--- src/rtl/pull_fifo.sv ---
// pull_fifo: 8-bit FIFO pulled at both ends (Wishbone controller upstream, device downstream).
// Optional PULL_FIFO_FETCH_ADR_EN adds an incrementing upstream fetch address (wb_up_adr_o).
`timescale 1ns/1ps
module pull_fifo #(
    parameter int ADDR_WIDTH      = 4,
    parameter int FETCH_ADR_WIDTH = 16
) (
    input  logic                       clk_i,
    input  logic                       rst_i,
`ifdef PULL_FIFO_FETCH_ADR_EN
    output logic [FETCH_ADR_WIDTH-1:0] wb_up_adr_o,
`endif
    output logic                       wb_up_cyc_o,
    output logic                       wb_up_stb_o,
    output logic                       wb_up_we_o,
    input  logic                       wb_up_stall_i,
    input  logic                       wb_up_ack_i,
    input  logic [7:0]                 wb_up_dat_i,
    input  logic                       wb_dn_cyc_i,
    input  logic                       wb_dn_stb_i,
    input  logic                       wb_dn_we_i,
    output logic                       wb_dn_stall_o,
    output logic                       wb_dn_ack_o,
    output logic [7:0]                 wb_dn_dat_o
);

    localparam int DEPTH = 1 << ADDR_WIDTH;
    localparam int CW    = ADDR_WIDTH + 1;

    typedef enum logic [1:0] {
        S_IDLE     = 2'd0,
        S_REQ      = 2'd1,
        S_WAIT_ACK = 2'd2
    } state_t;

    state_t                state_q, state_d;
    logic                  cyc_q, cyc_d;
    logic                  stb_q, stb_d;
    logic [CW-1:0]         count_q, count_d;
    logic [ADDR_WIDTH-1:0] rd_ptr_q, rd_ptr_d;
    logic [ADDR_WIDTH-1:0] wr_ptr_q, wr_ptr_d;
    logic                  ack_q, ack_d;
    logic [7:0]            dat_q, dat_d;
    logic [7:0]            mem_q [DEPTH];

    logic full;
    logic empty;
    logic push;
    logic accept;
    logic pop;

    assign full  = (count_q == CW'(DEPTH));
    assign empty = (count_q == '0);

    assign wb_dn_stall_o = wb_dn_cyc_i && wb_dn_stb_i && empty;

    // Only an ack that answers our outstanding request stores data.
    assign push   = (state_q == S_WAIT_ACK) && wb_up_ack_i;
    assign accept = wb_dn_cyc_i && wb_dn_stb_i && !wb_dn_stall_o;
    assign pop    = accept && !wb_dn_we_i;

    always_comb begin
        count_d  = count_q + CW'(push) - CW'(pop);
        rd_ptr_d = rd_ptr_q + ADDR_WIDTH'(pop);
        wr_ptr_d = wr_ptr_q + ADDR_WIDTH'(push);
        ack_d    = accept;
        dat_d    = pop ? mem_q[rd_ptr_q] : 8'h00;
    end

    always_comb begin
        state_d = state_q;
        unique case (state_q)
            S_IDLE: begin
                if (!full) state_d = S_REQ;
            end
            S_REQ: begin
                if (!wb_up_stall_i) state_d = S_WAIT_ACK;
            end
            S_WAIT_ACK: begin
                // Chain straight into the next request while space remains.
                if (wb_up_ack_i) begin
                    state_d = (count_d < CW'(DEPTH)) ? S_REQ : S_IDLE;
                end
            end
            default: state_d = S_IDLE;
        endcase
        cyc_d = (state_d != S_IDLE);
        stb_d = (state_d == S_REQ);
    end

    always_ff @(posedge clk_i) begin
        if (rst_i) begin
            state_q  <= S_IDLE;
            cyc_q    <= 1'b0;
            stb_q    <= 1'b0;
            count_q  <= '0;
            rd_ptr_q <= '0;
            wr_ptr_q <= '0;
            ack_q    <= 1'b0;
            dat_q    <= 8'h00;
        end else begin
            state_q  <= state_d;
            cyc_q    <= cyc_d;
            stb_q    <= stb_d;
            count_q  <= count_d;
            rd_ptr_q <= rd_ptr_d;
            wr_ptr_q <= wr_ptr_d;
            ack_q    <= ack_d;
            dat_q    <= dat_d;
        end
    end

    always_ff @(posedge clk_i) begin
        if (push && !rst_i) begin
            mem_q[wr_ptr_q] <= wb_up_dat_i;
        end
    end

`ifdef PULL_FIFO_FETCH_ADR_EN
    logic [FETCH_ADR_WIDTH-1:0] adr_q, adr_d;

    assign adr_d = adr_q + FETCH_ADR_WIDTH'(push);

    always_ff @(posedge clk_i) begin
        if (rst_i) begin
            adr_q <= '0;
        end else begin
            adr_q <= adr_d;
        end
    end

    assign wb_up_adr_o = adr_q;
`endif

    assign wb_up_cyc_o = cyc_q;
    assign wb_up_stb_o = stb_q;
    assign wb_up_we_o  = 1'b0;
    assign wb_dn_ack_o = ack_q;
    assign wb_dn_dat_o = dat_q;

endmodule
--- config.mk ---
export PLATFORM = sky130hd
export DESIGN_NAME = pull_fifo
export DESIGN_NICKNAME = d
export VERILOG_FILES = /design/src/rtl/pull_fifo.sv
export SDC_FILE = /design/constraint.sdc
export NUM_CORES = 1
export LEC_CHECK = 0
export ABC_AREA = 0
export CAP_MARGIN = 20
export CORE_ASPECT_RATIO = 1.25
export CORE_MARGIN = 2
export CORE_UTILIZATION = 64
export DETAILED_ROUTE_END_ITERATION = 10
export GPL_TIMING_DRIVEN = 0
export PLACE_DENSITY = 0.89
export SETUP_SLACK_MARGIN = 0.2
export SLEW_MARGIN = 20
export SYNTH_ARGS = -nofsm -noshare
export SYNTH_HDL_FRONTEND = slang
export SYNTH_SLANG_ARGS = --single-unit
--- constraint.sdc ---
create_clock -name clk_i -period 4.9 [get_ports clk_i]
set_clock_uncertainty 0.2 [all_clocks]
set_input_delay 0.49 -clock clk_i [delete_from_list [all_inputs] [get_ports clk_i]]
set_output_delay 0.49 -clock clk_i [all_outputs]
set_load 0.01 [all_outputs]
==> Flow_metrics.wiki <==
{| class="wikitable"
! Metric !! Value
|-
| Sequential element share of the synthesized area || 71.6%
|-
| Hold Path Class || reg2reg
|-
| Worst slew margin relative to its limit || between 30% and 40%
|-
| Remaining global-route overflow || 0
|-
| Number of fill cells || 461
|-
| Floorplan row count || 39
|-
| CTS Root Buffer Type || sky130_fd_sc_hd__clkbuf_16
|-
| Inserted Clock Buffers || 17
|-
| Start point of the critical path || count_q[3]
|-
| Post-placement setup slack || 1570 ps
|-
| Post CTS Setup Buffer Count || 0
|-
| H-tree lvl count || 4
|-
| TritonRoute pass-1 iters || 5
|-
| Data arrival time of the critical path || 3400 ps
|-
| Worst reg2reg startpoint || count_q[3]
|-
| RD Place Congestion || 0.763
|-
| Status || finished clean
|-
| Cell leakage power || 2.38 nW
|-
| Clock latency on the worst-skew pair || between 400 and 500 ps
|-
| Unrepaired setup endpoints after global routing || false
|-
| Vias per cell || 6.30
|-
| Buf/Inv on CP || 2
|-
| Setup Crit Path Kind || reg2reg
|-
| PostCTS Resize Cnt || 0
|-
| Synthesized area divided by synthesized cell count || approximately 19 µm²
|-
| Endpoint required time on the critical path || 4980 ps
|-
| Port buffer count || 26
|-
| Slew of the pin with the lowest slew margin || between 900 and 1000 ps
|-
| Synthesized netlist net count || around 340
|-
| Count of nets after finishing || 388
|-
| CORE AREA || 9220 µm²
|-
| Post-synthesis cell count || 317
|-
| Power consumption || between 3 and 4 mW
|-
| #FFs+latches synth || 154
|-
| Via count of the first global-routing pass || approximately 3.2k
|-
| Clock slew at reported path FFs || about 60 ps
|-
| Maximum capacitance violations || 0
|-
| Minimum setup slack in the final design || about 1600 ps
|-
| Minimum clock period after layout || 3320 ps
|-
| Most frequent cell on the critical path || sky130_fd_sc_hd__ha_1
|-
| Critical path destination || wb_up_cyc_o
|-
| Count of final setup violators || 0
|-
| Wire length after detailed routing || 12100 µm
|-
| Floorplan die height || approximately 110 µm
|-
| Final hold violations || 0
|-
| Clock sink total || approximately 150
|-
| Slowest stage cell on the critical path || sky130_fd_sc_hd__or4b_1
|-
| DR iter-0 viols || between 400 and 500
|-
| Largest net degree at the start of global routing || 17
|-
| Die width || 91.3 µm
|-
| Synthesis Warnings || 0
|-
| Clock tree from TritonCTS || yes
|-
| Final cell count without fillers || 498
|-
| DR WL/cell || about 24 µm
|-
| Number of nets with antenna violations after routing || 0
|-
| Worst voltage drop across the vdd grid || 0.364 mV
|-
| Number of cell instances on the worst register-to-register path || 13
|-
| Final Max Tran Viols || 0
|-
| Category of cells accounting for the largest share of critical-path delay || adder cells
|-
| Max frequency || 301 MHz
|-
| Clock tree buffer depth || 2
|-
| Worst stage delay on the critical path || 510 ps
|-
| HPWL reported at the end of detailed placement || 7510 µm
|-
| Type of origin of the critical path || flop
|-
| Overall track demand over capacity in global routing || 26.0%
|-
| Number of cells after detailed placement || roughly 470
|-
| Residual DRC count || 0
|-
| Initial standard-cell utilization of the core || 66.1%
|-
| DR vias || 3136
|-
| Setup crit end kind || flop
|-
| Hold buffers post-CTS || 0
|-
| DIE AREA || 10300 µm²
|-
| Distinct cell type count of the synthesized netlist || 38
|-
| Final period util || about two thirds
|-
| Hold Worst Slack || 408 ps
|-
| Register-to-register setup slack || 1580 ps
|-
| Layout-stage area growth over the synthesis result || 16.9%
|-
| Ant. Diodes || 0
|-
| Setup tns final || 0 ps
|-
| Post-synthesis instance area || 6100 µm²
|-
| Number of antenna violations at the first check in global routing || 0
|-
| Layout cells sized above 1 || 18.7%
|-
| First-pass GRT wire length || 18700 µm
|-
| Number of primary I/O pins || 28
|-
| Areal power density over the cells || 431 nW/µm²
|-
| Sequence of cells on the critical path || inv_1 -> ha_1 -> or4b_1 -> nand3_1 -> nor2_1 -> ha_1 -> inv_1 -> ha_1 -> fa_1 -> a21oi_1 -> o21bai_1 -> xnor2_1 -> o221ai_1
|-
| Path length in cells of the critical path || 13
|-
| Worst reg2reg endpoint || wb_up_cyc_o
|-
| Largest fanout on the critical path || 4
|}
## cells in the mapped netlist
cell type	number	area share [%]
sky130_fd_sc_hd__a21o_1	1	0.12
sky130_fd_sc_hd__a21oi_1	2	0.16
sky130_fd_sc_hd__a2bb2o_1	4	0.66
sky130_fd_sc_hd__a2bb2o_2	3	0.55
sky130_fd_sc_hd__a2bb2o_4	1	0.33
sky130_fd_sc_hd__buf_12	2	0.66
sky130_fd_sc_hd__buf_2	2	0.16
sky130_fd_sc_hd__buf_4	1	0.12
sky130_fd_sc_hd__buf_6	1	0.18
sky130_fd_sc_hd__clkbuf_1	9	0.55
sky130_fd_sc_hd__conb_1	1	0.062
sky130_fd_sc_hd__dfxtp_1	26	8.5
sky130_fd_sc_hd__edfxtp_1	128	63
sky130_fd_sc_hd__fa_1	1	0.33
sky130_fd_sc_hd__ha_1	10	2.1
sky130_fd_sc_hd__inv_1	6	0.37
sky130_fd_sc_hd__mux2_2	8	1.5
sky130_fd_sc_hd__mux2i_1	8	1.3
sky130_fd_sc_hd__mux4_1	16	6.9
sky130_fd_sc_hd__mux4_2	16	5.9
sky130_fd_sc_hd__nand2_1	3	0.18
sky130_fd_sc_hd__nand2b_1	4	0.41
sky130_fd_sc_hd__nand3_1	6	0.49
sky130_fd_sc_hd__nand3b_1	2	0.25
sky130_fd_sc_hd__nand4b_1	1	0.14
sky130_fd_sc_hd__nand4bb_1	1	0.18
sky130_fd_sc_hd__nor2_1	26	1.6
sky130_fd_sc_hd__nor2b_1	7	0.72
sky130_fd_sc_hd__nor3_1	5	0.41
sky130_fd_sc_hd__nor4_1	1	0.10
sky130_fd_sc_hd__o21ai_0	2	0.16
sky130_fd_sc_hd__o21bai_1	1	0.12
sky130_fd_sc_hd__o221ai_1	1	0.14
sky130_fd_sc_hd__o22a_1	1	0.14
sky130_fd_sc_hd__or3_1	1	0.10
sky130_fd_sc_hd__or4b_1	1	0.16
sky130_fd_sc_hd__xnor2_1	5	0.72
sky130_fd_sc_hd__xor2_1	3	0.43
## worst reg2reg max path: cells and delay by family, from the launching register on
| family | cells | cell delay [ps] |
|---|---|---|
| adder cells (fa/ha/maj) | 4 | 1060 |
| XOR/XNOR | 1 | 320 |
| flip-flops | 1 | 320 |
| AO/OA/AOI/OAI | 3 | 380 |
| buffers and inverters | 2 | 110 |
| AND/OR/NAND/NOR | 3 | 780 |
## registers in the layout, summed over array words and instances, names as in the netlist
signal	count
count_q	5
state_q	2
wr_ptr_q	4
wb_dn_ack_o	1
mem_q	128
wb_up_cyc_o	1
wb_up_stb_o	1
rd_ptr_q	4
wb_dn_dat_o	8
## power breakdown
| group | internal (mW) | switching (mW) |
|---|---|---|
| combinational | 0.164 | 0.161 |
| clock | 0.783 | 0.498 |
| sequential | 1.45 | 0.0181 |
| total | 2.39 | 0.677 |
## stage by stage
step,utilization [%],cell area (µm²)
floorplan,-,6100
global placement,70.6,6510
detailed placement,70.9,6540
CTS,77.3,7130
global route,77.3,7130
finish,77.3,7130
## logic make-up after synthesis
family / Yosys count / share of synthesized area (%)
AO/OA/AOI/OAI: 16 / 2.40
multiplexers: 48 / 15.6
buffers and inverters: 21 / 2.05
XOR/XNOR: 8 / 1.15
flip-flops: 154 / 71.6
AND/OR/NAND/NOR: 58 / 4.76
adder cells (fa/ha/maj): 11 / 2.38
other: 1 / 0.0615
## layout by cell type, fill, tap and decap left out, drive strengths merged, types with 7 or more instances in the layout
master,instances
edfxtp,128
mux4,32
clkbuf,31
nor2,26
dfxtp,26
clkdlybuf4s50,26
ha,10
inv,9
mux2i,8
mux2,8
a2bb2o,8
nor2b,7
## how the worst min path moves through the flow
stage	endpoint	from	depth (start not counted)	slack, ps
finish	rd_ptr_q[3]	rd_ptr_q[3]	2	410
global route	rd_ptr_q[3]	rd_ptr_q[3]	2	430
CTS	rd_ptr_q[3]	rd_ptr_q[3]	2	400
detailed placement	rd_ptr_q[3]	rd_ptr_q[3]	2	350
global placement	rd_ptr_q[3]	rd_ptr_q[3]	2	330
floorplan	rd_ptr_q[3]	rd_ptr_q[3]	2	300
## layout make-up
| cell class | count | area, µm² | area share [%] |
|---|---|---|---|
| clock inverters | 10 | 83.8 | 1.18 |
| clock buffers | 22 | 507 | 7.11 |
| well taps | 123 | 154 | 2.16 |
| inverters | 6 | 22.5 | 0.316 |
| plain buffers | 15 | 103 | 1.44 |
| flip-flops and latches | 154 | 4360 | 61.2 |
| repair buffers | 26 | 260 | 3.65 |
| multi-input cells | 142 | 1630 | 22.9 |
## routing by layer
layer	routed length, µm	track usage [%]
met1	4690	33.7
met5	0	0
met3	779	6.92
met4	258	9.60
met2	6320	43.0
Power figures use the tool's default switching activity.
